<file path="src/rtl/seq_mult_arb_pkg.sv">
// Shared types, default widths and helpers for the sequential multiplier arbiter.
package seq_mult_arb_pkg;

  localparam int unsigned DEF_A_W = 16;
  localparam int unsigned DEF_B_W = 16;
  localparam int unsigned DEF_Z_W = 33;

  typedef enum logic [1:0] {
    ST_IDLE  = 2'd0,
    ST_ISSUE = 2'd1,
    ST_WAIT  = 2'd2,
    ST_RESP  = 2'd3
  } state_e;

  // Index width able to address n items, never narrower than one bit.
  function automatic int unsigned idx_w(input int unsigned n);
    return (n > 32'd1) ? 32'($clog2(n)) : 32'd1;
  endfunction

endpackage

</file>
<file path="src/rtl/rr_arbiter.sv">
// Combinational round-robin pick: first asserted request at or after i_ptr.
module rr_arbiter #(
  parameter int unsigned NUM_REQ = 4,
  parameter int unsigned IDX_W   = 2
) (
  input  logic [NUM_REQ-1:0] i_req,
  input  logic [IDX_W-1:0]   i_ptr,
  output logic [NUM_REQ-1:0] o_gnt_c,
  output logic [IDX_W-1:0]   o_idx_c
);

  logic             w_found;
  logic [IDX_W-1:0] w_cand;

  // Scan requesters in rotated order starting from the pointer
  always_comb begin
    o_gnt_c = '0;
    o_idx_c = '0;
    w_found = 1'b0;
    w_cand  = '0;
    for (int unsigned k = 0; k < NUM_REQ; k++) begin
      w_cand = IDX_W'((32'(i_ptr) + k) % NUM_REQ);
      if (!w_found && i_req[w_cand]) begin
        w_found         = 1'b1;
        o_gnt_c[w_cand] = 1'b1;
        o_idx_c         = w_cand;
      end
    end
  end

endmodule

</file>
<file path="src/rtl/seq_mult_arbiter.sv">
// Round-robin front end sharing one sequential multiplier between NUM_REQ requesters,
// with a watchdog that turns a silent multiplier into an error response.
module seq_mult_arbiter
  import seq_mult_arb_pkg::*;
#(
  parameter int unsigned NUM_REQ = 4,
  parameter int unsigned A_W     = DEF_A_W,
  parameter int unsigned B_W     = DEF_B_W,
  parameter int unsigned Z_W     = DEF_Z_W,
  parameter int unsigned TIMEOUT = 64,
  localparam int unsigned IDX_W  = idx_w(NUM_REQ)
) (
  input  logic                   sig_clk,
  input  logic                   sig_rst_n,
  input  logic [NUM_REQ-1:0]     req_valid,
  output logic [NUM_REQ-1:0]     req_ready,
  input  logic [NUM_REQ*A_W-1:0] req_a,
  input  logic [NUM_REQ*B_W-1:0] req_b,
  output logic [NUM_REQ-1:0]     rsp_valid,
  input  logic [NUM_REQ-1:0]     rsp_ready,
  output logic [Z_W-1:0]         rsp_z,
  output logic                   rsp_err,
  output logic [A_W-1:0]         sig_a,
  output logic [B_W-1:0]         sig_b,
  output logic                   sig_ab_valid,
  input  logic                   sig_ab_ready,
  input  logic [Z_W-1:0]         sig_z,
  input  logic                   sig_z_valid,
  output logic                   busy,
  output logic [IDX_W-1:0]       owner_id
);

  localparam int unsigned WD_W = idx_w(TIMEOUT);

  state_e               r_state, w_state_nxt;
  logic [IDX_W-1:0]     r_rr_ptr, w_rr_ptr_nxt;
  logic [IDX_W-1:0]     r_owner, w_owner_nxt;
  logic [A_W-1:0]       r_a, w_a_nxt;
  logic [B_W-1:0]       r_b, w_b_nxt;
  logic [Z_W-1:0]       r_z, w_z_nxt;
  logic                 r_err, w_err_nxt;
  logic [WD_W-1:0]      r_wd, w_wd_nxt;
  logic [NUM_REQ-1:0]   r_rsp_valid, w_rsp_valid_nxt;
  logic                 r_ab_valid, w_ab_valid_nxt;
  logic                 r_busy, w_busy_nxt;
  logic [NUM_REQ-1:0]   w_gnt;
  logic [IDX_W-1:0]     w_gnt_idx;

  rr_arbiter #(
    .NUM_REQ (NUM_REQ),
    .IDX_W   (IDX_W)
  ) u_rr_arbiter (
    .i_req   (req_valid),
    .i_ptr   (r_rr_ptr),
    .o_gnt_c (w_gnt),
    .o_idx_c (w_gnt_idx)
  );

  // Accept pulse only while idle; the grant itself is the acceptance
  assign req_ready = (r_state == ST_IDLE) ? w_gnt : '0;

  // State register
  always_ff @(posedge sig_clk or negedge sig_rst_n) begin
    if (!sig_rst_n) r_state <= ST_IDLE;
    else            r_state <= w_state_nxt;
  end

  // Next state plus next values of every registered datapath/output bit
  always_comb begin
    w_state_nxt  = r_state;
    w_rr_ptr_nxt = r_rr_ptr;
    w_owner_nxt  = r_owner;
    w_a_nxt      = r_a;
    w_b_nxt      = r_b;
    w_z_nxt      = r_z;
    w_err_nxt    = r_err;
    w_wd_nxt     = r_wd;
    case (r_state)
      ST_IDLE: begin
        if (|req_valid) begin
          w_state_nxt  = ST_ISSUE;
          w_owner_nxt  = w_gnt_idx;
          w_a_nxt      = req_a[32'(w_gnt_idx) * A_W +: A_W];
          w_b_nxt      = req_b[32'(w_gnt_idx) * B_W +: B_W];
          w_rr_ptr_nxt = (w_gnt_idx == IDX_W'(NUM_REQ - 1)) ? '0 : w_gnt_idx + IDX_W'(1);
        end
      end
      ST_ISSUE: begin
        if (sig_ab_ready) begin
          w_state_nxt = ST_WAIT;
          w_wd_nxt    = '0;
        end
      end
      ST_WAIT: begin
        w_wd_nxt = r_wd + WD_W'(1);
        // A strobe arriving on the last allowed cycle still beats the timeout
        if (sig_z_valid) begin
          w_z_nxt     = sig_z;
          w_err_nxt   = 1'b0;
          w_state_nxt = ST_RESP;
        end else if (r_wd == WD_W'(TIMEOUT - 2)) begin
          w_z_nxt     = '0;
          w_err_nxt   = 1'b1;
          w_state_nxt = ST_RESP;
        end
      end
      ST_RESP: begin
        if (rsp_ready[r_owner]) w_state_nxt = ST_IDLE;
      end
      default: w_state_nxt = ST_IDLE;
    endcase

    w_ab_valid_nxt  = (w_state_nxt == ST_ISSUE);
    w_busy_nxt      = (w_state_nxt != ST_IDLE);
    w_rsp_valid_nxt = '0;
    if (w_state_nxt == ST_RESP) w_rsp_valid_nxt[w_owner_nxt] = 1'b1;
  end

  // Datapath and output registers
  always_ff @(posedge sig_clk or negedge sig_rst_n) begin
    if (!sig_rst_n) begin
      r_rr_ptr    <= '0;
      r_owner     <= '0;
      r_a         <= '0;
      r_b         <= '0;
      r_z         <= '0;
      r_err       <= 1'b0;
      r_wd        <= '0;
      r_rsp_valid <= '0;
      r_ab_valid  <= 1'b0;
      r_busy      <= 1'b0;
    end else begin
      r_rr_ptr    <= w_rr_ptr_nxt;
      r_owner     <= w_owner_nxt;
      r_a         <= w_a_nxt;
      r_b         <= w_b_nxt;
      r_z         <= w_z_nxt;
      r_err       <= w_err_nxt;
      r_wd        <= w_wd_nxt;
      r_rsp_valid <= w_rsp_valid_nxt;
      r_ab_valid  <= w_ab_valid_nxt;
      r_busy      <= w_busy_nxt;
    end
  end

  assign rsp_valid    = r_rsp_valid;
  assign rsp_z        = r_z;
  assign rsp_err      = r_err;
  assign sig_a        = r_a;
  assign sig_b        = r_b;
  assign sig_ab_valid = r_ab_valid;
  assign busy         = r_busy;
  assign owner_id     = r_owner;

endmodule

</file>
<file path="config.mk">
export PLATFORM = sky130hd
export DESIGN_NAME = seq_mult_arbiter
export DESIGN_NICKNAME = d
export VERILOG_FILES = /design/src/rtl/seq_mult_arb_pkg.sv /design/src/rtl/rr_arbiter.sv /design/src/rtl/seq_mult_arbiter.sv
export SDC_FILE = /design/constraint.sdc
export NUM_CORES = 1
export LEC_CHECK = 0
export CAP_MARGIN = 20
export CORE_MARGIN = 2
export CORE_UTILIZATION = 30
export DETAILED_ROUTE_END_ITERATION = 12
export GPL_ROUTABILITY_DRIVEN = 0
export GPL_TIMING_DRIVEN = 0
export PLACE_DENSITY = 0.67
export SYNTH_ARGS = -nofsm -noshare
export SYNTH_HDL_FRONTEND = slang
export SYNTH_HIERARCHICAL = 1
export SYNTH_SLANG_ARGS = --single-unit
</file>
<file path="constraint.sdc">
create_clock -name sig_clk -period 4.4 [get_ports sig_clk]
set_input_delay 0.88 -clock sig_clk [delete_from_list [all_inputs] [get_ports sig_clk]]
set_output_delay 0.88 -clock sig_clk [all_outputs]
set_load 0.1 [all_outputs]
</file>
Yosys cells after proc, flatten, opt, wreduce, memory -nomap -nowiden:

Cells that the tools add are included.

* register bits after elaboration: 84
* output and inout bits: 78
* logic and storage cells: 107

* add/sub/neg operators: 5
* $lt $le $gt $ge: 11
* equality and inequality tests: 8
* shifts and indexed selects: 2
* multiplexer cells: 48
* bitwise gates (word level): 3
* reductions and logical operators: 19

Operators by type and width (count)
* 64-bit by 7-bit variable part select with 16-bit output: 2
* 33-bit two-way mux: 2
* 2-bit two-way mux: 12
* 4-bit two-way mux: 6
* 2-bit by 3-bit less-than comparator with 1-bit output (second input constant): 6
* 1-bit two-way mux: 15
* 4-bit bitwise OR: 3
* 6-bit one-hot mux with 2 select lines: 1
* 1-bit binary-select mux with 2-bit select: 5
* 1-bit demux with 2-bit select: 5
* 2-bit by 1-bit greater-or-equal comparator with 1-bit output (second input constant): 5
* 2-bit == test (second input constant): 4
* 1-bit logical AND: 8
* 2-bit one-hot mux with 4 select lines: 1
* 6-bit by 1-bit adder with 6-bit output (second input constant): 1
* 6-bit == test (second input constant): 1
* 6-bit two-way mux: 1
* 2-bit AND reduction: 3
* 2-bit nonzero test: 3
* 2-bit by 1-bit adder with 2-bit output (second input constant): 2
* 2-bit adder (second input constant): 2
* 2-bit by 1-bit == test with 1-bit output (second input constant): 2
* 4-bit OR reduction: 1
* 1-bit zero test: 3
* 2 further kinds: 2

Longest topological paths before layout:

* depth after elaboration: 19
* gate-level depth with buffers: 13

Modules after synthesis:

The synthesis kept the hierarchy.

By module, submodules not included
* seq_mult_arbiter: times used 1, cells each 336, area each 4165.2 µm²
* rr_arbiter: times used 1, cells each 65, area each 489.2 µm²

Worst setup path after synthesis:

OpenSTA, ideal clock, no wires.

* kind: input to output
* start: input port req_valid[0]
* end: output port req_ready[0]
* arrival time: 2.828 ns
* data required time: 3.520 ns
* setup slack: 0.692 ns
* cell stages on the path: 6
* buffers on the path: 1
* path through: clkbuf_2 -> mux4_2 -> or2_4 -> nor2b_4 -> a221o_2 -> and2_1

* word-level cells in the longest chain between the ends: 13

Ends and longest elaborated chain
* from (decl): line seq_mult_arbiter.sv:15 `input logic [NUM_REQ-1:0] req_valid,`
* 1-bit binary-select mux with 2-bit select: line rr_arbiter.sv:23 `if (!w_found && i_req[w_cand]) begin`
* 1-bit two-way mux (implied by the code): line rr_arbiter.sv:23
* 1-bit two-way mux: line rr_arbiter.sv:23
* 1-bit zero test: line rr_arbiter.sv:23
* 1-bit logical AND: line rr_arbiter.sv:23
* 1-bit two-way mux: line rr_arbiter.sv:23
* 1-bit zero test: line rr_arbiter.sv:23
* 1-bit logical AND: line rr_arbiter.sv:23
* 1-bit two-way mux: line rr_arbiter.sv:23
* 1-bit zero test: line rr_arbiter.sv:23
* 1-bit logical AND: line rr_arbiter.sv:23
* 4-bit two-way mux (*): line rr_arbiter.sv:23
* net w_gnt[0]: line seq_mult_arbiter.sv:46 `logic [NUM_REQ-1:0] w_gnt;`
* 4-bit two-way mux (*): line seq_mult_arbiter.sv:60 `assign req_ready = (r_state == ST_IDLE) ? w_gnt : '0;`
* to (decl): line seq_mult_arbiter.sv:16 `output logic [NUM_REQ-1:0] req_ready,`

The timed path passes the listed nets; every way through them passes the cells marked *. The select of a mux whose other input is x is not followed.

Worst setup path after layout:

* start: register r_rr_ptr[0]
* end: output port req_ready[3]

* word-level cells in the longest chain between the ends: 13

Ends and longest elaborated chain
* from (decl): line seq_mult_arbiter.sv:36 `logic [IDX_W-1:0] r_rr_ptr, w_rr_ptr_nxt;`
* from (signal assigned): line seq_mult_arbiter.sv:133 `r_rr_ptr <= w_rr_ptr_nxt;`
* parallel branches: the longest is 11 deep, another holds 2-bit by 3-bit less-than comparator with 1-bit output
* 4-bit two-way mux (*): line rr_arbiter.sv:23
* net w_gnt[3]: line seq_mult_arbiter.sv:46
* 4-bit two-way mux (*): line seq_mult_arbiter.sv:60

Mark *: on every way through the listed nets, which the timed path passes. The select of a mux whose other input is x is not followed.

==> results.cfg <==
[synth]
avgSynthCellArea_um2 = 11.61
synthAdderAreaFrac_pct = 2.151
synth_compound_area_share_pct = 12.34
synth_edf_count = 0
synth_area_um2 = 4654
seq_area_frac_synth_pct = 45.16
synth_cell_type_count = 49
netlist_instances = 401
synth_top_family_by_area = multiplexers
synth_nets = 582
synthArstFlopShare_pct = 100.0
muxShareOfSynthArea_pct = 18.39
yosysWarnings = 6
synth_seq_cells = 84
synth_ff_type = dfrtp_1
yosys.area_share.simple_pct = 16.32
synth_xor_area_share_pct = 0.1882

[timing]
finalMaxSlewViolations = 0
relSlewSlack_pct = 31.27
timing.final.crit_period_ns = 4.132
rsz0062_at_grt = no
fmax_mhz = 242.0
hold_viol_final = 0
clock-skew-final_ns = 0.009942
finalSetupViolCount = 0
setup_slack_ns = 0.2675
worst_pin_slew_ns = 1.028
finalCritPeriodShare_pct = 93.92

[clock_tree]
cts_buffers = 9
hold_buffers = 0
cts.repair.resized = 12
cts.clk_slew.worst_paths_ns = 0.07
cts_tree = built
cts_max_level = 3
cts_setup_buffers = 0
cts_root_buf = clkbuf_16
cts_sinks = 84
clockBufferDepth = 2
clk_latency_ns = 0.35

[place]
postPlaceCellArea_um2 = 7417
hpwl_um = 11500
dpl_worst_slack_ns = -0.5379
portBuffers = 250

[global_route]
antenna_found_initial = 0
grt-ovfl-total = 0
grt_util_all_layers_pct = 17.30
grt_pass1_vias = 4378
grt_max_degree = 49
grt_pass1_wl_um = 22430

[cells_and_area]
antennaDiodeCount = 0
fin_nets = 844
area_growth_syn_to_layout_pct = 65.56
final_common_cell = clkdlybuf4s50_1
final-seq-area_um2 = 2102
layout-drive-gt1-share_pct = 15.57
multiInputGateArea_um2 = 2303
nFillCells = 1374
final_cell_mix = 245 x clkdlybuf4s50_1, 116 x nand2_1, 84 x dfrtp_1, 36 x mux4_2, 34 x a22o_1
final_area_um2 = 7706

[critical_path]
critPathKind = reg2out
arrival_ns = 3.25
startpoint_type = flop
critical_path_buf_inv_count = 4
crit_chain = buf_6 -> buf_2 -> inv_1 -> ha_1 -> mux4_2 -> or2_4 -> nor2b_4 -> a221o_2 -> and2_1 -> buf_2
crit_fanout = 10
cp-end-kind = primary output
r2r_cells = 12
crit_slowest_cell = dfrtp_1
worstSetupPathDepth = 10
crit_top_cell = buf_2
slowest_delay_ns = 0.46
cpLargestDelayFamily = buffers and inverters
cp.required_ns = 3.52

[detailed_routing]
drtIter0Drc = 215
drt-total-wl_um = 14220
via_per_inst = 4.841
wl_per_cell_um = 16.61
postRouteAntennaNets = 0
num_vias = 4144
drt_pass1_iterations = 4
drc = 0

[die]
initial_core_util_pct = 30.62
die_w_um = 128.6
core_area_um2 = 15200
ios = 251
die_y_um = 128.6
dieArea_um2 = 16530
num_rows = 45

[flow_run]
drv_cap = 0

[status]
status = complete, no violations

[hold_path]
hold_path_depth = 2
hp-class = reg2reg
[state kept, by name, indices dropped and copies added (netlist names)]
name,cells
r_rr_ptr,2
rsp_err,1
rsp_valid,4
owner_id,2
r_wd,6
sig_ab_valid,1
busy,1
rsp_z,33
sig_a,16
r_state,2
sig_b,16
[metal layers]
metal	track usage, %	up-vias	wire length, um
li1	-	1973	-
met2	31.79	170	7577
met1	20.13	1987	5556
met5	0	-	0
met3	3.534	14	869
met4	5.818	0	214
[cells by family after synthesis]
logic type | after synthesis
buffers and inverters | 37
AOI/OAI and AO/OA | 73
DFF | 84
muxes | 40
xor gates and xnor gates | 1
and+or+nand+nor | 158
adders and majority gates | 8
[worst reg2reg max path, cell delays in order, from the launching register on]
cell,delay [ns]
dfrtp_1,0.46
buf_6,0.16
buf_2,0.20
inv_1,0.12
ha_1,0.42
o21ai_0,0.15
o31ai_2,0.43
o31a_1,0.24
buf_4,0.20
buf_2,0.34
mux4_2,0.59
nand2_1,0.09
nand2_1,0.05
[through the flow]
| step | utilization, % | TNS (ns) | hold WS (ns) | std cells |
|---|---|---|---|---|
| finish | 50.69 | 0 | 0.4763 | 856 |
| global route | 50.69 | 0 | 0.5045 | 856 |
| CTS | 50.82 | 0 | 0.4796 | 856 |
| detailed placement | 48.79 | -2.111 | 0.4624 | 840 |
| global placement | 48.63 | -46.60 | 0.4584 | 839 |
| floorplan | - | 0 | 0.4513 | 401 |
[final cells by class]
type | count | share of cell area, %
timing repair buffer | 251 | 32.54
multi-input combinational | 280 | 29.89
sequential | 84 | 27.28
buffer | 32 | 3.052
tap | 188 | 3.052
clock buffer | 9 | 2.923
clock inverter | 7 | 1.023
inverter | 5 | 0.2435
[cell usage after synthesis (all sizes together) (5+ instances only)]
master	n	area [um2]
o21ai	20	111.4
nor2	6	38.79
a22o	34	297.8
inv	5	18.77
and2	5	31.28
nand2	117	441.7
nand2b	5	38.78
dfrtp	84	2102
ha	8	100.1
mux4	36	810.8
clkbuf	9	37.53
buf	23	197.7
[final timing paths]
kind                            slack (ns)           end   startpoint
min in group asynchronous             0.50  rsp_valid[0]    sig_rst_n
max in group asynchronous             3.28     sig_a[10]    sig_rst_n
worst min-delay path                  0.48      sig_a[0]     sig_a[0]
worst min register to register        0.48      sig_a[0]     sig_a[0]
worst max-delay path                  0.27  req_ready[3]  r_rr_ptr[0]
worst max register to register        0.84      sig_a[9]  r_rr_ptr[0]
Power is not shown: default switching activity piles up to over one toggle a cycle in this logic, so the estimate is an artifact.
